==> src/rtl/mod_mult_seq.sv <==
// Sequential modular multiplier: result = (a * b) mod n.
// Interleaved shift/add/reduce, scanning b MSB-first at one bit per clock.
// Operands are latched when a start is accepted; the live inputs may change afterwards.
// Invalid operands (n == 0, a >= n, b >= n) finish at once with err=1 and result=0.
module mod_mult_seq #(
    parameter int WIDTH = 6
) (
    input  logic             clk,
    input  logic             rst_n,
    input  logic             start,
    input  logic [WIDTH-1:0] a,
    input  logic [WIDTH-1:0] b,
    input  logic [WIDTH-1:0] n,
    output logic [WIDTH-1:0] result,
    output logic             done,
    output logic             busy,
    output logic             err
);

    localparam int IW = (WIDTH > 1) ? $clog2(WIDTH) : 1;

    typedef enum logic [1:0] {
        S_IDLE = 2'd0,
        S_RUN  = 2'd1,
        S_FIN  = 2'd2
    } state_t;

    state_t           r_state;
    state_t           w_state_nxt;
    logic             w_accept;
    logic             w_invalid;
    logic [WIDTH:0]   w_dbl;
    logic [WIDTH:0]   w_red1;
    logic [WIDTH:0]   w_add;
    logic [WIDTH:0]   w_red2;
    logic [WIDTH-1:0] r_a;
    logic [WIDTH-1:0] r_b;
    logic [WIDTH-1:0] r_n;
    logic [WIDTH-1:0] r_acc;
    logic [IW-1:0]    r_idx;
    logic             r_err_pend;
    logic [WIDTH-1:0] r_result;
    logic             r_done;
    logic             r_busy;
    logic             r_err;

    // Operand check on the live inputs, evaluated only when a start is accepted.
    assign w_invalid = (n == '0) || (a >= n) || (b >= n);

    // One interleaved step; WIDTH+1 bits suffice because acc < n and a < n.
    always_comb begin
        w_dbl  = {r_acc, 1'b0};
        w_red1 = (w_dbl >= {1'b0, r_n}) ? (w_dbl - {1'b0, r_n}) : w_dbl;
        w_add  = r_b[r_idx] ? (w_red1 + {1'b0, r_a}) : w_red1;
        w_red2 = (w_add >= {1'b0, r_n}) ? (w_add - {1'b0, r_n}) : w_add;
    end

    // Next-state decode: start only matters in IDLE.
    always_comb begin
        w_state_nxt = r_state;
        w_accept    = 1'b0;
        case (r_state)
            S_IDLE: begin
                if (start) begin
                    w_accept    = 1'b1;
                    w_state_nxt = w_invalid ? S_FIN : S_RUN;
                end
            end
            S_RUN: begin
                if (r_idx == '0) begin
                    w_state_nxt = S_FIN;
                end
            end
            S_FIN: begin
                w_state_nxt = S_IDLE;
            end
            default: begin
                w_state_nxt = S_IDLE;
            end
        endcase
    end

    // State register.
    always_ff @(posedge clk or negedge rst_n) begin
        if (!rst_n) begin
            r_state <= S_IDLE;
        end else begin
            r_state <= w_state_nxt;
        end
    end

    // Datapath and registered outputs.
    always_ff @(posedge clk or negedge rst_n) begin
        if (!rst_n) begin
            r_a        <= '0;
            r_b        <= '0;
            r_n        <= '0;
            r_acc      <= '0;
            r_idx      <= '0;
            r_err_pend <= 1'b0;
            r_result   <= '0;
            r_done     <= 1'b0;
            r_busy     <= 1'b0;
            r_err      <= 1'b0;
        end else begin
            r_done <= 1'b0;
            case (r_state)
                S_IDLE: begin
                    if (w_accept) begin
                        r_a        <= a;
                        r_b        <= b;
                        r_n        <= n;
                        r_acc      <= '0;
                        r_idx      <= IW'(WIDTH - 1);
                        r_err      <= 1'b0;
                        r_err_pend <= w_invalid;
                        r_busy     <= ~w_invalid;
                    end
                end
                S_RUN: begin
                    r_acc <= w_red2[WIDTH-1:0];
                    if (r_idx == '0) begin
                        r_busy <= 1'b0;
                    end else begin
                        r_idx <= r_idx - 1'b1;
                    end
                end
                S_FIN: begin
                    r_result <= r_err_pend ? '0 : r_acc;
                    r_err    <= r_err_pend;
                    r_done   <= 1'b1;
                    r_busy   <= 1'b0;
                end
                default: begin
                    r_busy <= 1'b0;
                end
            endcase
        end
    end

    assign result = r_result;
    assign done   = r_done;
    assign busy   = r_busy;
    assign err    = r_err;

endmodule

==> config.mk <==
export PLATFORM = sky130hd
export DESIGN_NAME = mod_mult_seq
export DESIGN_NICKNAME = d
export VERILOG_FILES = /design/src/rtl/mod_mult_seq.sv
export SDC_FILE = /design/constraint.sdc
export NUM_CORES = 1
export LEC_CHECK = 0
export CORE_UTILIZATION = 55
export CTS_BUF_LIST = sky130_fd_sc_hd__clkbuf_4
export CTS_CLUSTER_DIAMETER = 50
export CTS_CLUSTER_SIZE = 24
export DETAILED_ROUTE_END_ITERATION = 6
export PLACE_DENSITY_LB_ADDON = 0.25
export SLEW_MARGIN = 20
export SYNTH_ARGS = -nofsm -noshare
export SYNTH_HDL_FRONTEND = slang
export SYNTH_SLANG_ARGS = --single-unit
==> constraint.sdc <==
create_clock -name clk -period 6.85 [get_ports clk]
set_clock_uncertainty 0.05 [all_clocks]
set_input_delay 2.055 -clock clk [delete_from_list [all_inputs] [get_ports clk]]
set_output_delay 2.055 -clock clk [all_outputs]
set_load 0.02 [all_outputs]
# ---- Yosys cells after proc, flatten, opt, wreduce, memory -nomap -nowiden
# Cells that the tools add are included.
dict set report word_totals {
  reg_bits 39
  latch_bits 0
  ramBits 0
  rom_bits 0
  in_bits 21
  out_inout_bits 9
  elab_cells 63
  memories 0
}
dict set report op_classes {
  addsub 4
  mul 0
  div_mod_pow 0
  magnitude_cmp 5
  eq_ne 6
  n_shift 0
  n_mux 23
  bitwise 1
  reduce_logical 13
}
# op count
set op_table {}
lappend op_table {{two-way mux 6 bit} 3}
lappend op_table {{greater-or-equal comparator 7 x 6 -> 1 bit} 2}
lappend op_table {{two-way mux 7 bit} 2}
lappend op_table {{greater-or-equal comparator 6 bit} 2}
lappend op_table {{case mux 6 bit (2 select lines)} 1}
lappend op_table {{AND reduction 2 bit} 5}
lappend op_table {{!= test 2 bit, second input constant} 4}
lappend op_table {{adder 7 x 6 -> 7 bit} 1}
lappend op_table {{two-way mux 1 bit} 7}
lappend op_table {{subtractor 7 x 6 -> 7 bit} 1}
lappend op_table {{logical NOT 6 bit} 1}
lappend op_table {{two-way mux 2 bit} 3}
lappend op_table {{two-way mux 3 bit} 2}
lappend op_table {{case mux 3 bit (2 select lines)} 1}
lappend op_table {{subtractor 6 bit} 1}
lappend op_table {{less-than comparator 3 x 4 -> 1 bit, second input constant} 1}
lappend op_table {{case mux 1 bit (2 select lines)} 2}
lappend op_table {{case mux 2 bit (2 select lines)} 1}
lappend op_table {{nonzero test 2 bit} 2}
lappend op_table {{binary-select mux 1 bit (select 3 bit)} 1}
lappend op_table {{logical NOT 3 bit} 1}
lappend op_table {{AND reduction 3 bit} 1}
lappend op_table {{subtractor 3 x 1 -> 3 bit, second input constant} 1}
lappend op_table {{equality test 2 x 1 -> 1 bit, second input constant} 1}
lappend op_table {{4 further kinds} 5}

# ---- Longest topological paths before layout
# Gate-level depths: netlist of the first run.
dict set report depth {
  ltp_word 7
  depth_mapped 22
  ltp_nobuf 22
}

# ---- Worst setup path before layout of the first run
# OpenSTA, ideal clock, no wires.
dict set report synth_timing {
  path_type {register -> register}
  startpoint {register r_n[1]}
  endpoint {register r_acc[0]}
  setup_time_ns 0.080
  arrival_time_ns 4.721
  required_time_ns 6.720
  setup_slack_ns 2.000
  path_stages_with_launch 23
  path_buffers 0
  period_less_slack_ns 4.850
  path_cell_list {dfrtp_1 inv_1 ha_1 ha_1 and3b_1 o311ai_2 mux2i_1 inv_1 ha_1 a21o_1 a21oi_1 o21bai_1 a21oi_1 xnor2_1 mux2i_1 inv_1 ha_1 and4_1 a31oi_1 or3b_1 mux2_4 mux2_4 o22ai_2}
}
dict set report synth_via {
  elab_chain_cells 7
  word_cells_on_any_way 9
  cone_classes {add/sub (3); order compare (2); mux (4)}
}
# element line
set synth_lines {}
lappend synth_lines {{start, declared} 38} ;# logic [WIDTH-1:0] r_n;
lappend synth_lines {{start signal, assigned} 112} ;# r_n <= n;
lappend synth_lines {{subtractor 7 x 6 -> 7 bit or greater-or-equal comparator 7 x 6 -> 1 bit (tied branches)} 53} ;# w_red1 = (w_dbl >= {1'b0, r_n}) ? (w_dbl - {1'b0, r_n}) : w_dbl;
lappend synth_lines {{two-way mux 7 bit} 53}
lappend synth_lines {{adder 7 x 6 -> 7 bit} 54} ;# w_add = r_b[r_idx] ? (w_red1 + {1'b0, r_a}) : w_red1;
lappend synth_lines {{two-way mux 7 bit} 54}
lappend synth_lines {{greater-or-equal comparator 7 x 6 -> 1 bit or subtractor 6 bit (tied branches)} 55} ;# w_red2 = (w_add >= {1'b0, r_n}) ? (w_add - {1'b0, r_n}) : w_add;
lappend synth_lines {{two-way mux 6 bit *} 55}
lappend synth_lines {{case mux 6 bit (2 select lines) *} 107} ;# case (r_state)
lappend synth_lines {{end signal, assigned} 121} ;# r_acc <= w_red2[WIDTH-1:0];
lappend synth_lines {{end, declared} 39} ;# logic [WIDTH-1:0] r_acc;
# Every way passes the cells marked *; elsewhere a longest branch is shown, timed or not.
# A chain may end at the register's enable or synchronous reset.

# ---- Final worst setup path of the first run
# Ends and elaborated chain as after synthesis.

==> flow_metrics.py, run 1 <==
metrics = {
    "run_status": {
        "outcome": "complete, no violations",
    },
    "finish": {
        "fin_nets": 382,
        "fin_cells": 394,
        "syn2layout_area_growth_pct": 15.8,
        "design_area_um2": 3280,
        "final_layout_size_suffix_gt1_frac": 0.0795,
        "diodes": 0,
    },
    "drt": {
        "antenna_left": 0,
        "wl_per_cell_um": 14.7,
        "drc": 0,
        "drt-initial-drc-count": 138,
        "drtPass1Iterations": 4,
        "vias_per_cell": 5.58,
        "wl_mm": 5.80,
        "dr_total_vias": 2197,
    },
    "floorplan": {
        "core-area_um2": 4850,
        "dieArea_um2": 5440,
        "start_util": 0.584,
        "ioPinCount": 30,
        "rows": 25,
        "die_w_um": 73.8,
        "die_h_um": 73.8,
    },
    "clock_tree": {
        "cts_sinks": 38,
        "cts_setup_buffers": 0,
        "numCtsBuffers": 5,
        "clock_path_buffers": 2,
        "post_cts_resized": 0,
        "cts-htree-levels": 2,
        "root_buffer": "clkbuf_4",
        "clk_latency_ns": 0.37,
        "clk_pin_slew_worst_paths_ns": 0.13,
        "hold_buffers": 0,
        "cts_tree": "yes",
    },
    "synth": {
        "synth-async-reset-ratio": 1.00,
        "synth_nets": 352,
        "synth_top_area_frac": 0.336,
        "ys.flop_type": "dfrtp_1",
        "syn_area_um2": 2830,
        "ys_warn_count": 0,
        "ys_types": 52,
        "synth_area_leader_cell": "dfrtp_1",
        "ys_ff_latch": 38,
        "syn_area_per_cell_um2": 9.57,
        "ys_seq_area_frac": 0.336,
        "yosys-top-cells-area": "dfrtp_1 (34%), ha_1 (14%), mux2_1 (4.0%)",
        "synthCells": 296,
        "synth_edf_count": 0,
    },
    "placed_design": {
        "dp_hpwl_mm": 4.56,
        "dp.cells": 386,
        "io_buffers": 29,
        "gp_congestion": 0.932,
        "placed_area_um2": 3170,
    },
    "grt": {
        "antenna_found_initial": 0,
        "grt_pass1_wl_mm": 10.1,
        "track_usage": 0.252,
        "overflow": 0,
        "grt_pass1_vias": 2169,
        "grt_max_degree": 39,
    },
    "setup_path": {
        "crit_type": "reg -> reg",
        "worstPathMaxFanout": 7,
        "cp-start-kind": "flop",
        "crit_path_end_kind": "flop",
        "arrival_ns": 5.53,
        "worstPathRequired_ns": 7.09,
    },
    "sta": {
        "timing.slew.headroom": 0.421,
        "fmax_mhz": 189,
        "tightest_slew_ns": 0.868,
        "setup_viol": 0,
        "hold_viol": 0,
        "slew_viol_final": 0,
        "fin_crit_ns": 5.28,
        "setup_tns_ns": 0,
        "layout_worst_path_cycle_share": 0.771,
        "rsz0062_at_grt": "false",
    },
    "job": {
        "max_cap_viol_count": 0,
    },
    "hold_path": {
        "hp-class": "reg -> reg",
    },
}
-- cells by family (layout without fill, tap and decap cells) --
logic type	Yosys count	after routing	synth area share
simple gates	83	83	0.144
compound gates	70	70	0.164
flops	38	38	0.336
fa+ha+maj	35	35	0.163
buf+inv	32	63	0.0460
mux	30	30	0.123
xor+xnor	8	8	0.0247
-- placed cells by master, fill, tap and decap left out, drive strengths merged, types with 3 or more instances in the layout --
cell type,instances
dfrtp,38
ha,32
nand2,30
clkdlybuf4s50,28
o21ai,28
inv,25
mux2,20
nor2,18
a21oi,12
mux2i,9
nor2b,8
nand2b,7
xnor2,6
clkbuf,5
a21o,4
o22ai,4
or3,3
nor3,3
nand3,3
o31ai,3
fa,3
-- final cells by class --
class                           instances  area (µm²)
Clock inverter                          3        68.8
Multi-Input combinational cell        226        1750
Inverter                               25        93.8
Sequential cell                        38         951
Timing Repair Buffer                   30         293
Tap cell                               67        83.8
Clock buffer                            5        37.5
Fill cell                             398        1570
-- sequential cells by signal (all words and copies together), names as in the netlist, 3 cells and up --
register,cells
r_n,6
r_b,6
r_idx,3
r_a,6
result,6
r_acc,6
-- metal layers --
layer	vias to the layer above	track usage	wire length, µm
met5	-	0	0
met4	0	0.0769	125
met3	13	0.0590	293
met2	57	0.410	2660
met1	1026	0.333	2720
li1	1101	-	-
-- Yosys cell counts, types with 3 or more instances --
library cell / instances
a21o_1: 4
a21oi_1: 12
dfrtp_1: 38
fa_1: 3
ha_1: 32
inv_1: 25
mux2_1: 10
mux2_2: 7
mux2_4: 3
mux2i_1: 9
nand2_1: 30
nand2b_1: 7
nand3_1: 3
nor2_1: 18
nor2b_1: 8
nor3_1: 3
o21ai_0: 13
o21ai_1: 15
o31ai_1: 3
or3_1: 3
xnor2_1: 6
-- per-stage QoR --
stage                     hold slack, ns   util  worst slack (ns)
final                              0.446  0.676              1.57
after global routing               0.468  0.676              1.14
after CTS                          0.449  0.676              1.58
after detailed placement           0.419  0.654              1.61
after global placement             0.410  0.654              1.77
after floorplan                    0.402      -              2.00
-- critical path, cell delays in order, from the launching register on --
cell      delay, ns
dfrtp_1        0.39
inv_1          0.11
ha_1           0.32
ha_1           0.16
and3b_1        0.20
o311ai_2       0.45
mux2i_1        0.38
inv_1          0.08
ha_1           0.27
a21o_1         0.17
a21oi_1        0.22
o21bai_1       0.09
a21oi_1        0.17
xnor2_1        0.08
mux2i_1        0.20
inv_1          0.08
ha_1           0.30
and4_1         0.20
a31oi_1        0.19
or3b_1         0.36
mux2_4         0.33
mux2_4         0.31
o22ai_2        0.10
-- path summary, 6_finish.rpt --
check | start | end | slack [ns] | cells after the start
setup / recovery | r_n[1] | r_acc[0] | 1.57 | 22
hold / removal | result[0] | result[0] | 0.45 | 2
setup reg to reg | r_n[1] | r_acc[0] | 1.57 | 22
hold reg to reg | result[0] | result[0] | 0.45 | 2
max in group asynchronous | rst_n | r_a[2] | 4.46 | 1
min in group asynchronous | rst_n | err | 1.72 | 1
Power of run 1 is left out: the tool's default activity adds up to more than one toggle a clock period on the data nets, which glitch-free logic cannot reach.
==> run 2: changes to the inputs <==
Clock period 6.85 ns to 5.19 ns, I/O delays scaled along.
==> flow_metrics.py, run 2 (synthesis results as in run 1) <==
metrics = {
    "run_status": {
        "outcome": "complete, no violations",
    },
    "clock_tree": {
        "cts-htree-levels": 2,
        "cts_tree": "yes",
        "clock_path_buffers": 2,
        "clk_latency_ns": 0.34,
        "cts_sinks": 38,
        "hold_buffers": 0,
        "numCtsBuffers": 5,
        "root_buffer": "clkbuf_4",
        "clk_pin_slew_worst_paths_ns": 0.12,
    },
    "drt": {
        "drtPass1Iterations": 4,
        "antenna_left": 0,
        "wl_mm": 6.03,
        "vias_per_cell": 5.66,
        "dr_total_vias": 2268,
        "drc": 0,
        "wl_per_cell_um": 15.0,
        "drt-initial-drc-count": 103,
    },
    "grt": {
        "overflow": 0,
        "grt_max_degree": 39,
        "track_usage": 0.250,
        "grt_pass1_wl_mm": 10.3,
        "antenna_found_initial": 0,
        "grt_pass1_vias": 2337,
    },
    "setup_path": {
        "worstPathRequired_ns": 5.41,
        "slowest_stage": "dfrtp_1",
        "critPathMaxStageDelay_ns": 0.38,
        "cp-startpoint": "r_n[1]",
        "worstPathMaxFanout": 7,
        "cp-start-kind": "flop",
        "crit_type": "reg -> reg",
        "crit_path_end_kind": "flop",
        "arrival_ns": 5.19,
        "timing.rr.start": "r_n[1]",
        "crit_chain": "inv_1, ha_4, ha_1, and3b_1, o311ai_4, mux2i_1, inv_1, ha_1, a21o_1, a21oi_2, o21bai_1, a21oi_1, xnor2_1, mux2i_1, inv_1, ha_1, and4_1, a31oi_1, or3b_1, mux2_4, mux2_4, o22ai_2",
    },
    "floorplan": {
        "dieArea_um2": 5440,
        "die_w_um": 73.8,
        "die_h_um": 73.8,
        "ioPinCount": 30,
        "core-area_um2": 4850,
        "start_util": 0.584,
        "rows": 25,
    },
    "sta": {
        "hold_viol": 0,
        "setup_viol": 0,
        "tightest_slew_ns": 0.841,
        "fmax_mhz": 201,
        "fin_crit_ns": 4.98,
        "timing.slew.headroom": 0.439,
        "slew_viol_final": 0,
        "layout_worst_path_cycle_share": 0.959,
    },
    "finish": {
        "mostFrequentLayoutCells": "dfrtp_1 (38), nand2_1 (30), ha_1 (30)",
        "fillCellCount": 386,
        "layout_commonest_cell": "dfrtp_1",
        "diodes": 0,
        "final_layout_size_suffix_gt1_frac": 0.111,
        "fin_nets": 389,
        "design_area_um2": 3370,
        "syn2layout_area_growth_pct": 19.1,
        "regArea_um2": 951,
        "multi_input_area_um2": 1790,
    },
    "hold_path": {
        "hp-class": "reg -> reg",
        "min_from": "result[3]",
    },
    "job": {
        "max_cap_viol_count": 0,
    },
    "placed_design": {
        "io_buffers": 29,
        "dp_hpwl_mm": 4.74,
        "gp_congestion": 0.933,
        "placed_area_um2": 3200,
    },
}
-- run 2: cell types whose count changed in the layout (fill, tap and decap cells not counted), sizes merged --
cell,previous run,this run
buf,2,9
-- run 2: final cells by class --
class | count | area share
tap | 67 | 0.0249
sequential | 38 | 0.282
clock buffer | 5 | 0.0111
timing repair buffer | 37 | 0.102
clock inverter | 3 | 0.0204
multi-input combinational | 226 | 0.531
inverter | 25 | 0.0278
-- run 2: worst paths after layout --
path	cells after the start	slack, ns	to
max	22	0.21	r_acc[1]
min	2	0.44	result[3]
max reg2reg	22	0.21	r_acc[1]
min reg2reg	2	0.44	result[3]
max in group asynchronous	1	3.31	r_n[5]
min in group asynchronous	1	1.24	err
-- run 2: critical path: cells and delay by family, from the launching register on --
kind	cells	cell delay, ns
compound gates	7	1.24
flops	1	0.38
fa+ha+maj	4	0.99
buf+inv	3	0.27
xor+xnor	1	0.08
simple gates	3	0.77
mux	4	1.11
-- run 2: routing by layer --
metal / track usage / wire (µm)
met1: 0.317 / 2730
met3: 0.0439 / 304
met5: 0 / 0
met2: 0.431 / 2900
met4: 0.0812 / 95
-- run 2: through the flow --
stage	hold WS, ns	util	std cells	setup slack, ns	TNS (ns)
5_1_grt	0.472	0.695	401	-0.0265	-0.0331
6_report	0.440	0.695	401	0.212	0
4_1_cts	0.445	0.682	398	0.0595	0
2_1_floorplan	0.402	-	296	0.340	0
3_3_place_gp	0.411	0.660	390	0.243	0
3_5_place_dp	0.419	0.660	390	0.0936	0
-- run 2: what timing repair did --
item	in CTS	in global routing
gates resized for setup	0	5
buffers inserted	0	3
endpoints found under the setup margin	0	6
Power of run 2 is left out for the same reason.
==> run 3: changes to the inputs <==
Settings changed: CAP_MARGIN from default to 20.
==> results of run 3 <==
Final layout, timing and power as in run 2 (identical DEF).
Power of run 3 is left out for the same reason.
